==> config.mk <==
export PLATFORM = sky130hd
export DESIGN_NAME = ahb_arbiter
export DESIGN_NICKNAME = d
export VERILOG_FILES = /design/src/rtl/ahb_arbiter.sv
export SDC_FILE = /design/constraint.sdc
export NUM_CORES = 1
export LEC_CHECK = 0
export CAP_MARGIN = 20
export CORE_MARGIN = 3
export CORE_UTILIZATION = 48
export CTS_CLUSTER_SIZE = 30
export DETAILED_ROUTE_END_ITERATION = 6
export PLACE_DENSITY = 0.87
export SLEW_MARGIN = 40
export SYNTH_ARGS = -nofsm -noshare
export SYNTH_HDL_FRONTEND = slang
export SYNTH_SLANG_ARGS = --single-unit
==> constraint.sdc <==
create_clock -name Hclk -period 2.65 [get_ports Hclk]
set_input_delay 0.53 -clock Hclk [delete_from_list [all_inputs] [get_ports Hclk]]
set_output_delay 0.53 -clock Hclk [all_outputs]
set_load 0.05 [all_outputs]
==> src/rtl/ahb_arbiter.sv <==
// Round-robin AHB bus arbiter for up to four masters: registered one-hot grant,
// fixed-burst protection, locked sequences and address/data-phase owner tracking.
module ahb_arbiter #(
    parameter int NUM_MASTERS    = 4,
    parameter int DEFAULT_MASTER = 0
) (
    input  logic       Hclk,
    input  logic       Hreset,
    input  logic [3:0] Hbusreq,
    input  logic [3:0] Hlock,
    input  logic [1:0] Htrans,
    input  logic [2:0] Hburst,
    input  logic       Hready,
    input  logic       Hresp,
    output logic [3:0] Hgrant,
    output logic [1:0] Hmaster,
    output logic [1:0] Hmaster_data,
    output logic       Hmastlock
);

    typedef enum logic [1:0] {PARK, OWNED, BURST, LOCKED} state_e;

    localparam logic [1:0] TR_IDLE    = 2'd0;
    localparam logic [1:0] TR_NONSEQ  = 2'd2;
    localparam logic [1:0] TR_SEQ     = 2'd3;
    localparam logic [2:0] BURST_INCR = 3'd1;

    localparam logic [1:0] DEF_MASTER = 2'(DEFAULT_MASTER);
    localparam logic [3:0] DEF_GRANT  = 4'(1 << DEFAULT_MASTER);
    localparam logic [3:0] REQ_MASK   = 4'((1 << NUM_MASTERS) - 1);

    state_e     state_q, state_d;
    logic [1:0] owner_q, owner_d;
    logic [3:0] grant_q, grant_d;
    logic [1:0] mdata_q, mdata_d;
    logic       mastlock_q, mastlock_d;
    logic [3:0] beats_q, beats_d;
    logic       err_q, err_d;

    logic [3:0] req_valid;
    logic [1:0] winner;
    logic       any_req;
    logic       lock_hold;
    logic       arb_rule;

    function automatic logic [3:0] last_beat(input logic [2:0] burst);
        case (burst)
            3'd2, 3'd3: return 4'd3;
            3'd4, 3'd5: return 4'd7;
            3'd6, 3'd7: return 4'd15;
            default:    return 4'd0;
        endcase
    endfunction

    assign req_valid = Hbusreq & REQ_MASK;

    // Walk the rotation backwards so the last hit is the first master after the owner.
    always_comb begin
        logic [1:0] cand;
        cand    = '0;
        winner  = DEF_MASTER;
        any_req = 1'b0;
        for (int i = NUM_MASTERS; i >= 1; i--) begin
            cand = 2'((int'(owner_q) + i) % NUM_MASTERS);
            if (req_valid[cand]) begin
                winner  = cand;
                any_req = 1'b1;
            end
        end
    end

    always_comb begin
        // NOTE: every combinational output is given a default first so no path infers a latch.
        state_d    = state_q;
        owner_d    = owner_q;
        grant_d    = grant_q;
        mdata_d    = mdata_q;
        mastlock_d = mastlock_q;
        beats_d    = beats_q;
        err_d      = err_q;
        lock_hold  = 1'b0;
        arb_rule   = 1'b0;

        if (Hready) begin
            mdata_d = owner_q;
            err_d   = 1'b0;
            if (Htrans == TR_NONSEQ) begin
                beats_d = last_beat(Hburst);
            end else if (Htrans == TR_SEQ) begin
                beats_d = (beats_q == 4'd0) ? 4'd0 : beats_q - 4'd1;
            end

            // A lock taken with this NONSEQ, or still held, suppresses arbitration.
            lock_hold = Hlock[owner_q] && (state_q == LOCKED || Htrans == TR_NONSEQ);
            arb_rule  = err_q
                     || (Htrans == TR_IDLE)
                     || (Htrans[1] && beats_d == 4'd0 && Hburst != BURST_INCR)
                     || (Hburst == BURST_INCR && !Hbusreq[owner_q]);

            if (lock_hold) begin
                state_d    = LOCKED;
                mastlock_d = 1'b1;
            end else begin
                mastlock_d = 1'b0;
                if (arb_rule) begin
                    owner_d = winner;
                    grant_d = 4'b0001 << winner;
                    if (!any_req)               state_d = PARK;
                    else if (beats_d != 4'd0)   state_d = BURST;
                    else                        state_d = OWNED;
                end else begin
                    state_d = (beats_d != 4'd0) ? BURST : OWNED;
                end
            end
        end else if (Hresp) begin
            beats_d = 4'd0;
            err_d   = 1'b1;
        end
    end

    // NOTE: sequential state uses non-blocking assignments so all flops update together.
    always_ff @(posedge Hclk or posedge Hreset) begin
        if (Hreset) begin
            state_q    <= PARK;
            owner_q    <= DEF_MASTER;
            grant_q    <= DEF_GRANT;
            mdata_q    <= DEF_MASTER;
            mastlock_q <= 1'b0;
            beats_q    <= 4'd0;
            err_q      <= 1'b0;
        end else begin
            state_q    <= state_d;
            owner_q    <= owner_d;
            grant_q    <= grant_d;
            mdata_q    <= mdata_d;
            mastlock_q <= mastlock_d;
            beats_q    <= beats_d;
            err_q      <= err_d;
        end
    end

    assign Hgrant       = grant_q;
    assign Hmaster      = owner_q;
    assign Hmaster_data = mdata_q;
    assign Hmastlock    = mastlock_q;

endmodule
# ---- After elaboration in Yosys (flattened, before gate mapping)
# Cells that the tools add are included.
# Widths: inputs -> output; s select.
dict set report word_totals {
  ff_bits 16
  output_inout_bits 9
  word_cells 82
}
dict set report classes {
  add_sub_neg 5
  magnitude_cmp 5
  n_eq_ne 11
  shifts 1
  muxes 34
  bitwise 1
  reduce_logical 18
}
# op n
set op_table {}
lappend op_table {{$mux 4} 6}
lappend op_table {{$mux 2} 8}
lappend op_table {{$lt 2x3->1 const B} 5}
lappend op_table {{$mux 1} 13}
lappend op_table {{$bmux 1 s2} 6}
lappend op_table {{$eq 3x3->1 const B} 4}
lappend op_table {{$pmux 4 s3} 1}
lappend op_table {{$logic_not 4->1} 2}
lappend op_table {{$eq 2x2->1 const B} 3}
lappend op_table {{$eq 3x2->1 const B} 2}
lappend op_table {{$reduce_or 2->1} 3}
lappend op_table {{$add 2x1->2 const B} 2}
lappend op_table {{$add 2x2->2 const B} 2}
lappend op_table {{$logic_and 1x1->1} 4}
lappend op_table {{$logic_or 1x1->1} 4}
lappend op_table {{$reduce_bool 4->1} 1}
lappend op_table {{$shl 1x2->4 const A} 1}
lappend op_table {{$sub 4x1->4 const B} 1}
lappend op_table {{$eq 3x1->1 const B} 1}
lappend op_table {{$ne 3x1->1 const B} 1}
lappend op_table {{$reduce_and 3->1} 1}
lappend op_table {{$logic_not 2->1} 1}
lappend op_table {{$reduce_bool 2->1} 1}
lappend op_table {{$logic_not 1->1} 1}
lappend op_table {{$not 1->1} 1}

# ---- Depth between registers and ports, before layout
dict set report depth {
  ltp_word 12
  ltp_mapped 8
}

# ---- Worst setup path after synthesis
# No wires, ideal clock.
dict set report synth_timing {
  kind {register -> register}
  start {reg beats_q[0]}
  end {reg owner_q[0], in the netlist Hmaster[0]}
  setup_ns 0.128
  arrival_ns 1.995
  setup_slack_ns 0.528
  stages_incl_launch_ff 9
  n_path_buf 0
  path_cell_list {dfrtp_1 -> inv_1 -> ha_1 -> and4b_1 -> a311o_1 -> nor3_2 -> a31oi_2 -> nor2_4 -> mux2_1}
}
dict set report synth_between {
  elab_chain_cells 11
  word_cells_on_any_way 12
  classes_between {add/sub (1); mux (4); reduce/logical (7)}
}
# item line_no
set synth_lines {}
lappend synth_lines {{start: declaration} 37} ;# logic [3:0] beats_q, beats_d;
lappend synth_lines {{start signal: assignment} 137} ;# beats_q <= beats_d;
lappend synth_lines {{$sub 4x1->4 or $logic_not 4->1 (tied branches)} 90} ;# beats_d = (beats_q == 4'd0) ? 4'd0 : beats_q - 4'd1;
lappend synth_lines {{$mux 4} 90}
lappend synth_lines {{$mux 4 (*)} 89} ;# end else if (Htrans == TR_SEQ) begin
lappend synth_lines {{$mux 4 (*)} 87} ;# if (Htrans == TR_NONSEQ) begin
lappend synth_lines {{$mux 4 (*)} 84} ;# if (Hready) begin
lappend synth_lines {{$logic_not 4->1 (*)} 97} ;# || (Htrans[1] && beats_d == 4'd0 && Hburst != BURST_INCR)
lappend synth_lines {{$logic_and 1x1->1 (*) (2 in a row)} 97}
lappend synth_lines {{$logic_or 1x1->1 (*)} 97}
lappend synth_lines {{$logic_or 1x1->1 (*)} 98} ;# || (Hburst == BURST_INCR && !Hbusreq[owner_q]);
lappend synth_lines {{$reduce_and 3->1 (no line) (*)} n/a}
lappend synth_lines {{end signal: assignment} 133} ;# owner_q <= owner_d;
lappend synth_lines {{end: declaration} 33} ;# logic [1:0] owner_q, owner_d;
# Every way passes the cells marked *; elsewhere a longest branch is shown, timed or not. The select of a mux whose other input is x is not followed.
# A chain may end at the register's enable or synchronous reset.

# ---- Final worst setup path
dict set report layout_timing {
  start {reg beats_q[0]}
  end {reg grant_q[0], in the netlist Hgrant[0]}
}
dict set report layout_between {
  elab_chain_cells 11
  word_cells_on_any_way 12
  classes_between {add/sub (1); mux (4); reduce/logical (7)}
}
# item line_no
set layout_lines {}
lappend layout_lines {{$sub 4x1->4 or $logic_not 4->1 (tied branches)} 90}
lappend layout_lines {{$mux 4} 90}
lappend layout_lines {{$mux 4 (*)} 89}
lappend layout_lines {{$mux 4 (*)} 87}
lappend layout_lines {{$mux 4 (*)} 84}
lappend layout_lines {{$logic_not 4->1 (*)} 97}
lappend layout_lines {{$logic_and 1x1->1 (*) (2 in a row)} 97}
lappend layout_lines {{$logic_or 1x1->1 (*)} 97}
lappend layout_lines {{$logic_or 1x1->1 (*)} 98}
lappend layout_lines {{$reduce_and 3->1 (no line) (*)} n/a}
lappend layout_lines {{end signal: assignment} 134} ;# grant_q <= grant_d;
lappend layout_lines {{end: declaration} 34} ;# logic [3:0] grant_q, grant_d;
# Marks and branches as above.

==> metrics <==
status finished, final reports clean; RSZ-0062 raised after global routing no; top_reg_cell synth dfrtp_1; post-synthesis sequential area ratio 38.91%; vias in the first global route 994; first-pass iteration count of the detailed router 4; Power, Total 1.246 mW; fin crit period 2363 ps; final hold slack 494.8 ps; Site Rows 16; Num CTS Buffers 3; FMAX 423.3 MHz; # setup viols final 0; DRC violations left 0; Initial Util 51.56%; Hold Path Class reg -> reg; #FFs+latches synth 16; starting DRC count in detailed routing 49; clock buffer depth 2; DP HPWL 1983 um; largest net degree at the start of global routing 17; CP endpoint kind register; chip height 52.38 um; GPL Wtd Cong 0.9205; CTS resizes 0; Post-Syn Area 1032 sq um; fin crit share 89.16%; asr flop ratio synth 100.0%; initial antenna violation count 0; Syn Area/Cell 9.055 sq um; crit start category register; most frequent cell after synthesis dfrtp_1; CTS H-tree lvls 1; Nets 164; placed cell area 1345 sq um; EDFF count, synth 0; total number of vias 1004; slew of the pin with the lowest slew margin 592.5 ps; Yosys warnings 0; Required @ worst endpoint 2820 ps; CTS tree yes; Final Max Slew Viols 0; VDD IR max 1108 uV; Yosys top cell by area dfrtp_1; final global-route overflow total 0; Yosys cell types 41; hold path start Hmastlock$_DFFE_PP0P_; Post-Syn Instances 114; clk sink count 16; P per Cell Area 905.0 nW/um^2; layout cell share with drive strength beyond 1 13.10%; antenna viol nets, final 0; Post-Route WL 2585 um; Die W 52.38 um; critical path startpoint beats_q[0]$_DFFE_PP0P_; Slew HR 60.45%; P&R area growth vs syn 33.33%; min setup slack post-route 287.4 ps; GRT Total Usage 21.37%; Leakage 0.5730 nW; clk_skew 5.223 ps; IO Count 26; first-pass GRT wire length 4422 um; Synth top area share 36.36%; WL/cell 15.03 um; Slowest-stage cell, CP o41ai_1; post-synth net total 132; placed cells 168; Worst Path Max Fanout 5; diode count 0; reg2reg start beats_q[0]$_DFFE_PP0P_; core box area 2002 sq um; pre-CTS setup slack 68.05 ps; worst path arrival time 2530 ps; Max Cap Viol 0; number of setup buffers added after CTS 0; clock root buffer clkbuf_4; post-layout util 68.75%; die footprint 2743 sq um; Largest stage delay, worst path 400 ps; Finished Cell Area 1376 sq um; Hold Vio Cnt, Final 0; CTS clk-pin slew, worst paths 90 ps; Port Buf Inserts 25; most common library cells after synthesis dfrtp_1, o21ai_0, inv_1; setup_tns 0 ps; vias per inst 5.837; Post-CTS Hold Fix Bufs 0; clk_lat worst skew 290 ps; Post-Layout Cell Count 172; kind of critical path reg -> reg; largest cells by area after synthesis dfrtp_1, o21ai_0, a21oi_1; CP cell instances inv_1, ha_1, and4b_1, a311o_1, nor3_2, a31oi_2, buf_4, o41ai_1
registers in the layout, summed over array words and instances (netlist names):
register	flops
Hgrant	4
Hmaster	2
Hmaster_data	2
Hmastlock	1
beats_q	4
err_q	1
state_q	2
area by class of cell:
cell class / count / area (sq um)
fill: 163 / 625.6
multi-input combinational: 85 / 585.6
sequential: 16 / 401.6
timing repair buffer: 31 / 295.3
inverter: 9 / 33.78
tap: 27 / 33.78
clock buffer: 4 / 26.28
kinds of logic (layout without fill, tap and decap cells):
| logic type | count (synthesis) | in the layout | synth area share [%] |
|---|---|---|---|
| AOI/OAI and AO/OA | 37 | 37 | 23.15 |
| adders and majority gates | 1 | 1 | 1.212 |
| muxes | 10 | 10 | 11.51 |
| DFF | 16 | 16 | 38.91 |
| buffers and inverters | 13 | 44 | 4.848 |
| and+or+nand+nor | 37 | 37 | 20.37 |
cell usage in the layout, fill, tap and decap left out, types with 4 or more instances in the layout:
master,n
clkdlybuf4s50_1,25
dfrtp_1,15
o21ai_0,11
inv_1,9
nor2_1,8
a21oi_1,8
nand2_1,7
buf_4,6
nand2b_1,5
mux2i_1,4
routing by layer:
layer	wire length [um]	part of all wire (%)	global-route usage, %
met5	0	0	0
met3	183	7.1	3.989
met1	1186	46	28.16
met4	16	0.62	7.660
met2	1199	46	34.71
where the power goes:
group / internal [mW] / leakage, nW / switching, mW
registers: 0.330 / 0.193 / 0.0850
clock network: 0.0585 / 0.0150 / 0.0767
logic: 0.276 / 0.365 / 0.419
total: 0.665 / 0.573 / 0.581
final timing paths:
check / endpoint / slack [ps] / cells after the start
worst min register to register: Hmastlock$_DFFE_PP0P_ / 490 / 1
worst max register to register: Hgrant[0]$_DFFE_PP1P_ / 290 / 8
min in group asynchronous: Hmaster_data[0]$_DFFE_PP0P_ / 600 / 2
worst max-delay path: Hgrant[0]$_DFFE_PP1P_ / 290 / 8
worst min-delay path: Hmastlock$_DFFE_PP0P_ / 490 / 1
max in group asynchronous: beats_q[1]$_DFFE_PP0P_ / 1660 / 2
critical path, delay by kind of cell (launching register included):
family          cells  cell delay (ps)
flops               1              390
compound gates      3              910
fa+ha+maj           1              260
buf+inv             2              270
simple gates        2              420
(Power assumes the default switching activity.)
